File: src/rtl/npc_bpred.sv
// npc_bpred: next-PC unit with a direct-mapped BTB and 2-bit saturating
// counters. Owns the fetch PC, predicts at IF and resolves at EX, redirecting
// fetch on a mispredict. The PC is word-addressed, so the sequential successor
// is pc+1.
//
// Optional statistics counters are compiled in with `define BPRED_STATS_EN.
// Without the macro, branch_cnt and mispred_cnt are tied to zero.
//
// This block has no FSM and no valid/ready handshakes. ex_valid marks a
// single-cycle EX presentation. It is never back-pressured.
`timescale 1ns/1ps

module npc_bpred #(
    parameter int               WIDTH     = 32,
    parameter int               BTB_DEPTH = 16,
    parameter logic [WIDTH-1:0] RESET_PC  = '0
) (
    input  logic             clk,
    input  logic             rst_n,
    input  logic             halt,
    input  logic             stall,
    output logic [WIDTH-1:0] pc_if,
    output logic             pred_taken,
    output logic [WIDTH-1:0] pred_target,
    input  logic             ex_valid,
    input  logic [WIDTH-1:0] pc_ex,
    input  logic [WIDTH-1:0] A,
    input  logic [WIDTH-1:0] index,
    input  logic [WIDTH-1:0] offset,
    input  logic             EQ,
    input  logic             j,
    input  logic             jal,
    input  logic             jr,
    input  logic             beq,
    input  logic             bne,
    input  logic             blez,
    input  logic             ex_pred_taken,
    input  logic [WIDTH-1:0] ex_pred_target,
    output logic             correct_b,
    output logic             mispredict,
    output logic [31:0]      branch_cnt,
    output logic [31:0]      mispred_cnt
);

    localparam int               IDX_W = $clog2(BTB_DEPTH);
    localparam int               TAG_W = WIDTH - IDX_W;
    localparam logic [WIDTH-1:0] ONE   = {{(WIDTH-1){1'b0}}, 1'b1};

    // Fetch PC register
    logic [WIDTH-1:0] pc_if_q, pc_if_d;

    // BTB storage: valid, tag, target and 2-bit counter per entry
    logic             valid_q  [BTB_DEPTH];
    logic             valid_d  [BTB_DEPTH];
    logic [TAG_W-1:0] tag_q    [BTB_DEPTH];
    logic [TAG_W-1:0] tag_d    [BTB_DEPTH];
    logic [WIDTH-1:0] target_q [BTB_DEPTH];
    logic [WIDTH-1:0] target_d [BTB_DEPTH];
    logic [1:0]       ctr_q    [BTB_DEPTH];
    logic [1:0]       ctr_d    [BTB_DEPTH];

    // IF lookup
    logic [IDX_W-1:0] lk_idx;
    logic [TAG_W-1:0] lk_tag;
    logic             lk_hit;

    // EX resolution
    logic             is_ctrl;
    logic             act_taken;
    logic [WIDTH-1:0] br_target;
    logic [WIDTH-1:0] act_target;
    logic [WIDTH-1:0] resolved;
    logic             upd_en;

    // EX-side BTB update addressing
    logic [IDX_W-1:0] up_idx;
    logic [TAG_W-1:0] up_tag;
    logic             up_hit;

    assign pc_if = pc_if_q;

    // IF lookup from the registered fetch PC. The lookup sees the
    // pre-update BTB contents.
    always_comb begin
        lk_idx      = pc_if_q[IDX_W-1:0];
        lk_tag      = pc_if_q[WIDTH-1:IDX_W];
        lk_hit      = valid_q[lk_idx] && (tag_q[lk_idx] == lk_tag);
        pred_taken  = lk_hit && ctr_q[lk_idx][1];
        pred_target = pred_taken ? target_q[lk_idx] : (pc_if_q + ONE);
    end

    // EX resolution: actual direction and target, plus mispredict detection
    always_comb begin
        correct_b  = (EQ & beq) | (~EQ & bne) | ((EQ | A[WIDTH-1]) & blez);
        is_ctrl    = j | jal | jr | beq | bne | blez;
        act_taken  = j | jal | jr | correct_b;
        br_target  = pc_ex + ONE + offset;
        if (jr) begin
            act_target = A;
        end else if (j | jal) begin
            act_target = index;
        end else begin
            act_target = br_target;
        end
        resolved   = act_taken ? act_target : (pc_ex + ONE);
        upd_en     = ex_valid & ~halt;
        mispredict = upd_en &
                     ((ex_pred_taken != act_taken) |
                      (act_taken & (ex_pred_target != act_target)));
    end

    // Next fetch PC: halt wins, then the redirect (even under stall), then
    // stall, then the prediction
    always_comb begin
        if (halt) begin
            pc_if_d = pc_ex;
        end else if (mispredict) begin
            pc_if_d = resolved;
        end else if (stall) begin
            pc_if_d = pc_if_q;
        end else begin
            pc_if_d = pred_target;
        end
    end

    // BTB training from the EX instruction. stall does not block it; halt does.
    always_comb begin
        valid_d  = valid_q;
        tag_d    = tag_q;
        target_d = target_q;
        ctr_d    = ctr_q;
        up_idx   = pc_ex[IDX_W-1:0];
        up_tag   = pc_ex[WIDTH-1:IDX_W];
        up_hit   = valid_q[up_idx] && (tag_q[up_idx] == up_tag);
        if (upd_en) begin
            if (is_ctrl) begin
                if (up_hit) begin
                    if (act_taken) begin
                        if (ctr_q[up_idx] != 2'b11) begin
                            ctr_d[up_idx] = ctr_q[up_idx] + 2'd1;
                        end
                        target_d[up_idx] = act_target;
                    end else if (ctr_q[up_idx] != 2'b00) begin
                        ctr_d[up_idx] = ctr_q[up_idx] - 2'd1;
                    end
                end else if (act_taken) begin
                    // Allocate or replace the entry, starting at weakly taken
                    valid_d[up_idx]  = 1'b1;
                    tag_d[up_idx]    = up_tag;
                    target_d[up_idx] = act_target;
                    ctr_d[up_idx]    = 2'b10;
                end
            end else if (up_hit) begin
                // A non-control instruction aliased onto a branch entry: drop it
                valid_d[up_idx] = 1'b0;
            end
        end
    end

    // State registers: fetch PC and BTB arrays
    always_ff @(posedge clk or negedge rst_n) begin
        if (!rst_n) begin
            pc_if_q <= RESET_PC;
            for (int i = 0; i < BTB_DEPTH; i++) begin
                valid_q[i]  <= 1'b0;
                tag_q[i]    <= '0;
                target_q[i] <= '0;
                ctr_q[i]    <= 2'b01;
            end
        end else begin
            pc_if_q <= pc_if_d;
            for (int i = 0; i < BTB_DEPTH; i++) begin
                valid_q[i]  <= valid_d[i];
                tag_q[i]    <= tag_d[i];
                target_q[i] <= target_d[i];
                ctr_q[i]    <= ctr_d[i];
            end
        end
    end

`ifdef BPRED_STATS_EN
    logic [31:0] branch_cnt_q, branch_cnt_d;
    logic [31:0] mispred_cnt_q, mispred_cnt_d;

    // Saturating counts of resolved control instructions and mispredicts
    always_comb begin
        branch_cnt_d  = branch_cnt_q;
        mispred_cnt_d = mispred_cnt_q;
        if (upd_en && is_ctrl && (branch_cnt_q != 32'hFFFF_FFFF)) begin
            branch_cnt_d = branch_cnt_q + 32'd1;
        end
        if (mispredict && (mispred_cnt_q != 32'hFFFF_FFFF)) begin
            mispred_cnt_d = mispred_cnt_q + 32'd1;
        end
    end

    // Statistics registers
    always_ff @(posedge clk or negedge rst_n) begin
        if (!rst_n) begin
            branch_cnt_q  <= '0;
            mispred_cnt_q <= '0;
        end else begin
            branch_cnt_q  <= branch_cnt_d;
            mispred_cnt_q <= mispred_cnt_d;
        end
    end

    assign branch_cnt  = branch_cnt_q;
    assign mispred_cnt = mispred_cnt_q;
`else
    assign branch_cnt  = 32'd0;
    assign mispred_cnt = 32'd0;
`endif

endmodule

File: config.mk
export PLATFORM = sky130hd
export DESIGN_NAME = npc_bpred
export DESIGN_NICKNAME = d
export VERILOG_FILES = /design/src/rtl/npc_bpred.sv
export SDC_FILE = /design/constraint.sdc
export NUM_CORES = 2
export LEC_CHECK = 0
export ABC_AREA = 1
export BUFFER_PORTS_ARGS = -buffer_cell sky130_fd_sc_hd__buf_2
export CELL_PAD_IN_SITES_DETAIL_PLACEMENT = 1
export CELL_PAD_IN_SITES_GLOBAL_PLACEMENT = 1
export CORE_UTILIZATION = 46
export CTS_CLUSTER_SIZE = 8
export DETAILED_ROUTE_END_ITERATION = 8
export PLACE_DENSITY = 0.89
export SLEW_MARGIN = 20
export SYNTH_ARGS = -nofsm -noshare
export SYNTH_HDL_FRONTEND = slang
export SYNTH_SLANG_ARGS = --single-unit
File: constraint.sdc
create_clock -name clk -period 5.5 [get_ports clk]
set_input_delay 0.55 -clock clk [delete_from_list [all_inputs] [get_ports clk]]
set_output_delay 0.55 -clock clk [all_outputs]
set_load 0.02 [all_outputs]
After elaboration in Yosys (flattened, before gate mapping)
Index checks and enable logic that the tools add are counted.

Output and inout bits: 131. Memories: 0. RAM bits: 0. Input bits: 173. Bits in latches: 0. Bits in read-only memories: 0. Register bits after elaboration: 1040. Logic and storage cells: 169.

Muxes and demuxes: 49. Reductions and logical operators: 12. Div/mod/pow operators: 0. Equal/unequal tests: 8. Magnitude comparators: 3. Shift operators: 0. $add $sub $neg: 5. Bitwise logic cells: 27. $mul: 0.

Operator list (count): 512-bit bitwise mux (1); 32-bit two-way mux (15); 448-bit bitwise mux (1); 28-bit binary-select mux with 4-bit select (2); 28-bit two-way mux (5); 32-bit binary-select mux with 4-bit select (1); 32-bit demux with 4-bit select (1); 28-bit demux with 4-bit select (1); 32-bit by 1-bit adder with 32-bit output (second input constant) (2); 32-bit bitwise mux (2); 16-bit two-way mux (4); 28-bit equality test (2); 32-bit adder (1); 16-bit AND (2); 32-bit inequality test (1); 16-bit NOT (2); 16-bit bitwise OR (2); 2-bit binary-select mux with 4-bit select (2); 5-bit >= comparator (second input constant) (2); 2-bit two-way mux (5); 4-bit NOT with 5-bit output (2); 1-bit bitwise OR (10); 1-bit binary-select mux with 4-bit select (2); 2-bit demux with 4-bit select (1); other kinds (15) (35).

Longest topological paths before layout
Depth in word-level cells: 11. Gate-level depth with buffers: 39. Depth with buffers taken out: 37.

Worst setup path after synthesis
OpenSTA, ideal clock, no wires.

Path kind: input-to-output. From: in pc_ex[0]. To: out mispredict. Setup slack: 653 ps. Required time: 4950 ps. Buffers on the path: 8. Stages: 34. Arrival: 4297 ps. Cells stage by stage: buf_6 > inv_4 > buf_6 > buf_4 > buf_2 > clkbuf_1 > clkbuf_1 > ha_1 > inv_1 > fa_1 > inv_1 > nand2_1 > nand2_1 > nand3_1 > nand2_1 > nand2_1 > nand2_1 > nand2_1 > nand2_1 > nand2_1 > nand3_1 > nand2_1 > nand2_2 > nand2_1 > nand2_1 > nand2_1 > nor2_1 > nand2_1 > nor2_2 > nand2_4 > nand2_4 > buf_6 > buf_6 > inv_1.

Word-level cells in the longest chain between the ends: 8.

Ends and longest elaborated chain: start: declaration (RTL line 26) `input logic [WIDTH-1:0] pc_ex,`; 32-bit by 1-bit adder with 32-bit output (RTL line 97) `br_target = pc_ex + ONE + offset;`; 32-bit adder (RTL line 97); 32-bit two-way mux (RTL line 100) `end else if (j | jal) begin`; 32-bit two-way mux (RTL line 98) `if (jr) begin`; 32-bit inequality test (RTL line 109) `(act_taken & (ex_pred_target != act_target)));`; 1-bit AND (RTL line 109); 1-bit bitwise OR (RTL line 108) `((ex_pred_taken != act_taken) |`; 1-bit AND (RTL line 107) `mispredict = upd_en &`; end: declaration (RTL line 40) `output logic mispredict,`.

No other way between the ends.

Worst setup path in the final report
From: reg pc_if_q[0], in the netlist pc_if[0]. To: out pred_target[31].

Word-level cells in the longest chain between the ends: 8. Elaborated cells on any way between the ends: 18. Those cells by class: 1 x add/sub; 1 x eq/ne; 13 x mux; 1 x bitwise; 2 x reduce/logical.

Ends and longest elaborated chain: start: declaration (RTL line 50) `logic [WIDTH-1:0] pc_if_q, pc_if_d;`; start signal: assignment (RTL line 171) `pc_if_q <= pc_if_d;`; 4-bit NOT with 5-bit output (implied by the code) (RTL line 87, 88, 89); 28-bit binary-select mux with 4-bit select (RTL line 87) `lk_hit = valid_q[lk_idx] && (tag_q[lk_idx] == lk_tag);`; 28-bit two-way mux (implied by the code) (2 in series) (RTL line 87); 28-bit equality test (RTL line 87); 1-bit logical AND (RTL line 87); 1-bit logical AND (RTL line 88) `pred_taken = lk_hit && ctr_q[lk_idx][1];`; 32-bit two-way mux (*) (RTL line 89) `pred_target = pred_taken ? target_q[lk_idx] : (pc_if_q + ONE);`; end: declaration (RTL line 24) `output logic [WIDTH-1:0] pred_target,`.

Every way passes the cells marked *; elsewhere a longest branch is shown, timed or not. The select of a mux whose other input is x is not followed.

==> results.sh <==
export IMPL_ys_warn_count=0
export IMPL_cp_arrival_ns=4.86
export IMPL_grt_overflow=0
export IMPL_globalplace_congestion=0.995
export IMPL_finalSetupViolations=0
export IMPL_coreArea_um2=129000
export IMPL_drive_above_1_share=0.128
export IMPL_min_period_ns=5.41
export IMPL_hp_start="pc_ex[30]"
export IMPL_r2r_cells=23
export IMPL_crit_chain="clkinv_8 > buf_12 > a21oi_1 > o21ai_0 > nand3_1 > nand3_1 > nand3_1 > nand2_1 > nor2_1 > nand4_1 > nor2_4 > nand2_4 > buf_12 > o21ai_2 > buf_2"
export IMPL_cpPeakStageDelay_ns=0.51
export IMPL_grt_pass1_wl_um=410000
export IMPL_postSynthCellCount=8093
export IMPL_synth_seq_cells=1040
export IMPL_grt_pass1_vias=65860
export IMPL_wl_per_cell_um=27.6
export IMPL_synth_async_reset_ratio=1.00
export IMPL_die_w_um=363
export IMPL_vias=63710
export IMPL_hold_viol=0
export IMPL_worst_path_max_fanout=78
export IMPL_regToRegEndpoint="tag_q[236]"
export IMPL_fin_hold_ws_ns=0.112
export IMPL_crit_top_cell="nand3_1"
export IMPL_cp_start_kind="register"
export IMPL_ff2ff_setup_slack_ns=1.00
export IMPL_start_util=0.463
export IMPL_synth_simple_area_share=0.215
export IMPL_synth_area_mux_share=0.0131
export IMPL_critPathKind="register to output port"
export IMPL_whs_path_depth=3
export IMPL_yosysMostFrequentCell="nand2_1"
export IMPL_finalSetupTns_ns=0
export IMPL_routed_wl_um=276000
export IMPL_die_y_um=363
export IMPL_synth_fa_ha_area_frac=0.0101
export IMPL_dr_pass1_iters=7
export IMPL_fmax_mhz=185
export IMPL_yosysUniqueCellTypes=64
export IMPL_track_usage=0.410
export IMPL_port_buffers=239
export IMPL_status="finished, final reports clean"
export IMPL_area_growth_pct=14.2
export IMPL_post_route_period_util=0.984
export IMPL_synth_compound_area_frac=0.227
export IMPL_whs_endpoint="tag_q[418]"
export IMPL_power_density_nw_per_um2=380
export IMPL_synth_top_family_by_area="compound AO/OA/AOI/OAI gates"
export IMPL_hp_class="input pin to register"
export IMPL_p_total_mw=26.0
export IMPL_cts_tree="built"
export IMPL_worst_r2r_startpoint="tag_q[289]"
export IMPL_drt_initial_drc_count=8240
export IMPL_nets=8410
export IMPL_dp_hpwl_um=178000
export IMPL_drv_slew=0
export IMPL_synth_cell_area_um2=60000
export IMPL_clock_path_buffers=3
export IMPL_rows=132
export IMPL_clk_pin_slew_ns=0.05
export IMPL_worst_pin_slew_ns=1.25
export IMPL_endpoint_kind="output port"
export IMPL_maxSlewHeadroom=0.168
export IMPL_worstPathRequired_ns=4.95
export IMPL_synth_flop_cell="dfrtp_1"
export IMPL_antenna_found_initial=19
export IMPL_synth_commonest_cells="nand2_1, o21ai_0, dfrtp_1"
export IMPL_synth_edff_count=0
export IMPL_clk_latency_ns=0.83
export IMPL_design_die_area_um2=132000
export IMPL_drt_vias_per_instance=6.38
export IMPL_seq_area_frac_synth=0.434
export IMPL_synthTopCellsByArea="dfrtp_1, o21ai_0, nand2_1, a21oi_1, inv_1"
export IMPL_ir_drop_v=0.000364
export IMPL_numClockSinks=1040
export IMPL_cts_inserted_buffers=149
export IMPL_htree_levels=4
export IMPL_synth_top_cell_area_share=0.427
export IMPL_num_io_pins=304
export IMPL_synth_area_leader_cell="dfrtp_1"
export IMPL_synth_xor_area_share=0.00876
export IMPL_drc=0
export IMPL_slowest_stage="dfrtp_4"
export IMPL_drv_cap=0
export IMPL_fin_skew_ns=0.0675
export IMPL_antenna_left=0
export IMPL_grt_max_degree=135
export IMPL_cts_root_buffer="clkbuf_16"
export IMPL_avgSynthCellArea_um2=7.41
export IMPL_cellLeakagePower_nw=31.8
## routing by layer
metal  track usage  vias up  share of wire
met5       0.00436        -        0.00050
met4         0.292       12          0.081
met3         0.118     1145           0.11
met2         0.627     3881           0.44
met1         0.496    31796           0.37
li1              -    26876              -
## cell usage in the layout (no fill, tap or decap), types with 14 or more instances in the layout
master / instances
a21oi_1: 587
a32o_1: 17
buf_12: 73
buf_2: 236
buf_4: 231
clkbuf_1: 22
clkbuf_16: 153
conb_1: 64
dfrtp_1: 1021
dfstp_2: 16
ha_1: 40
inv_1: 529
inv_2: 33
mux2_2: 70
nand2_1: 1979
nand2_2: 32
nand3_1: 346
nand3_2: 16
nand3b_1: 21
nand4_1: 73
nor2_1: 441
nor2_2: 14
nor2_4: 35
nor3_1: 24
o21a_1: 152
o21ai_0: 1496
o21ai_1: 85
o21ai_2: 20
o221ai_1: 46
o22ai_1: 75
or2_1: 20
or2_2: 38
xor2_1: 51
## logic make-up (layout without fill, tap and decap cells)
group	after synthesis	after routing
compound gates	2533	2533
xor+xnor	60	60
fa+ha+maj	48	48
buf+inv	1254	1328
mux	70	70
other cells	1	71
simple gates	3087	3087
flops	1040	1040
## how the worst max path moves through the flow
stage	startpoint	end	cells past startpoint
floorplan	pc_ex[0]	mispredict	34
global placement	pc_ex[0]	mispredict	33
detailed placement	pc_ex[0]	mispredict	33
CTS	pc_ex[0]	mispredict	33
global route	pc_ex[1]	mispredict	36
finish	pc_if[0]	pred_target[31]	15
## report_power, final
group          switching [mW]  internal, mW  total [mW]
logic                    4.69          2.16        6.85
clock network            3.73          4.97        8.70
registers                1.12          9.35        10.5
## metrics by stage
step	instance area [um^2]	utilization	instances	setup WS (ns)
global placement	63700	0.492	9768	0.115
CTS	68100	0.526	9963	0.00301
floorplan	60200	-	8156	0.653
finish	68500	0.529	9979	0.0883
global route	68500	0.529	9974	-0.00448
detailed placement	63800	0.493	9770	-0.00740
## flip-flops by register name, summed over array words and instances, names as in the netlist, named ones only
name      cells
ctr_q        32
pc_if        32
tag_q       448
target_q    512
## timing repair
item / 4_1_cts / 5_1_grt
cloned: 0 / 4
hold buffers: 1 / 0
endpoints found under the setup margin: 11 / 27
resized for setup: 2 / 72
setup buffers: 0 / 5
endpoints found under the hold margin: 63 / 0
pin swaps: 0 / 10
## worst max-delay path, delay by kind of cell, from the launching register on
| family | cells | cell delay [ns] |
|---|---|---|
| AOI/OAI and AO/OA | 3 | 0.80 |
| buffers and inverters | 4 | 1.14 |
| DFF | 1 | 0.51 |
| and+or+nand+nor | 8 | 1.54 |
## layout make-up
class,instances,area (um^2)
diodes,7,17.5
flip-flops and latches,1040,26100
inverters,581,2220
fillers,16048,61000
clock inverters,17,395
repair buffers,555,4660
clock buffers,175,3870
multi-input cells,5862,29100
well taps,1742,2180
Note: power is estimated with default switching activity, not from simulation.
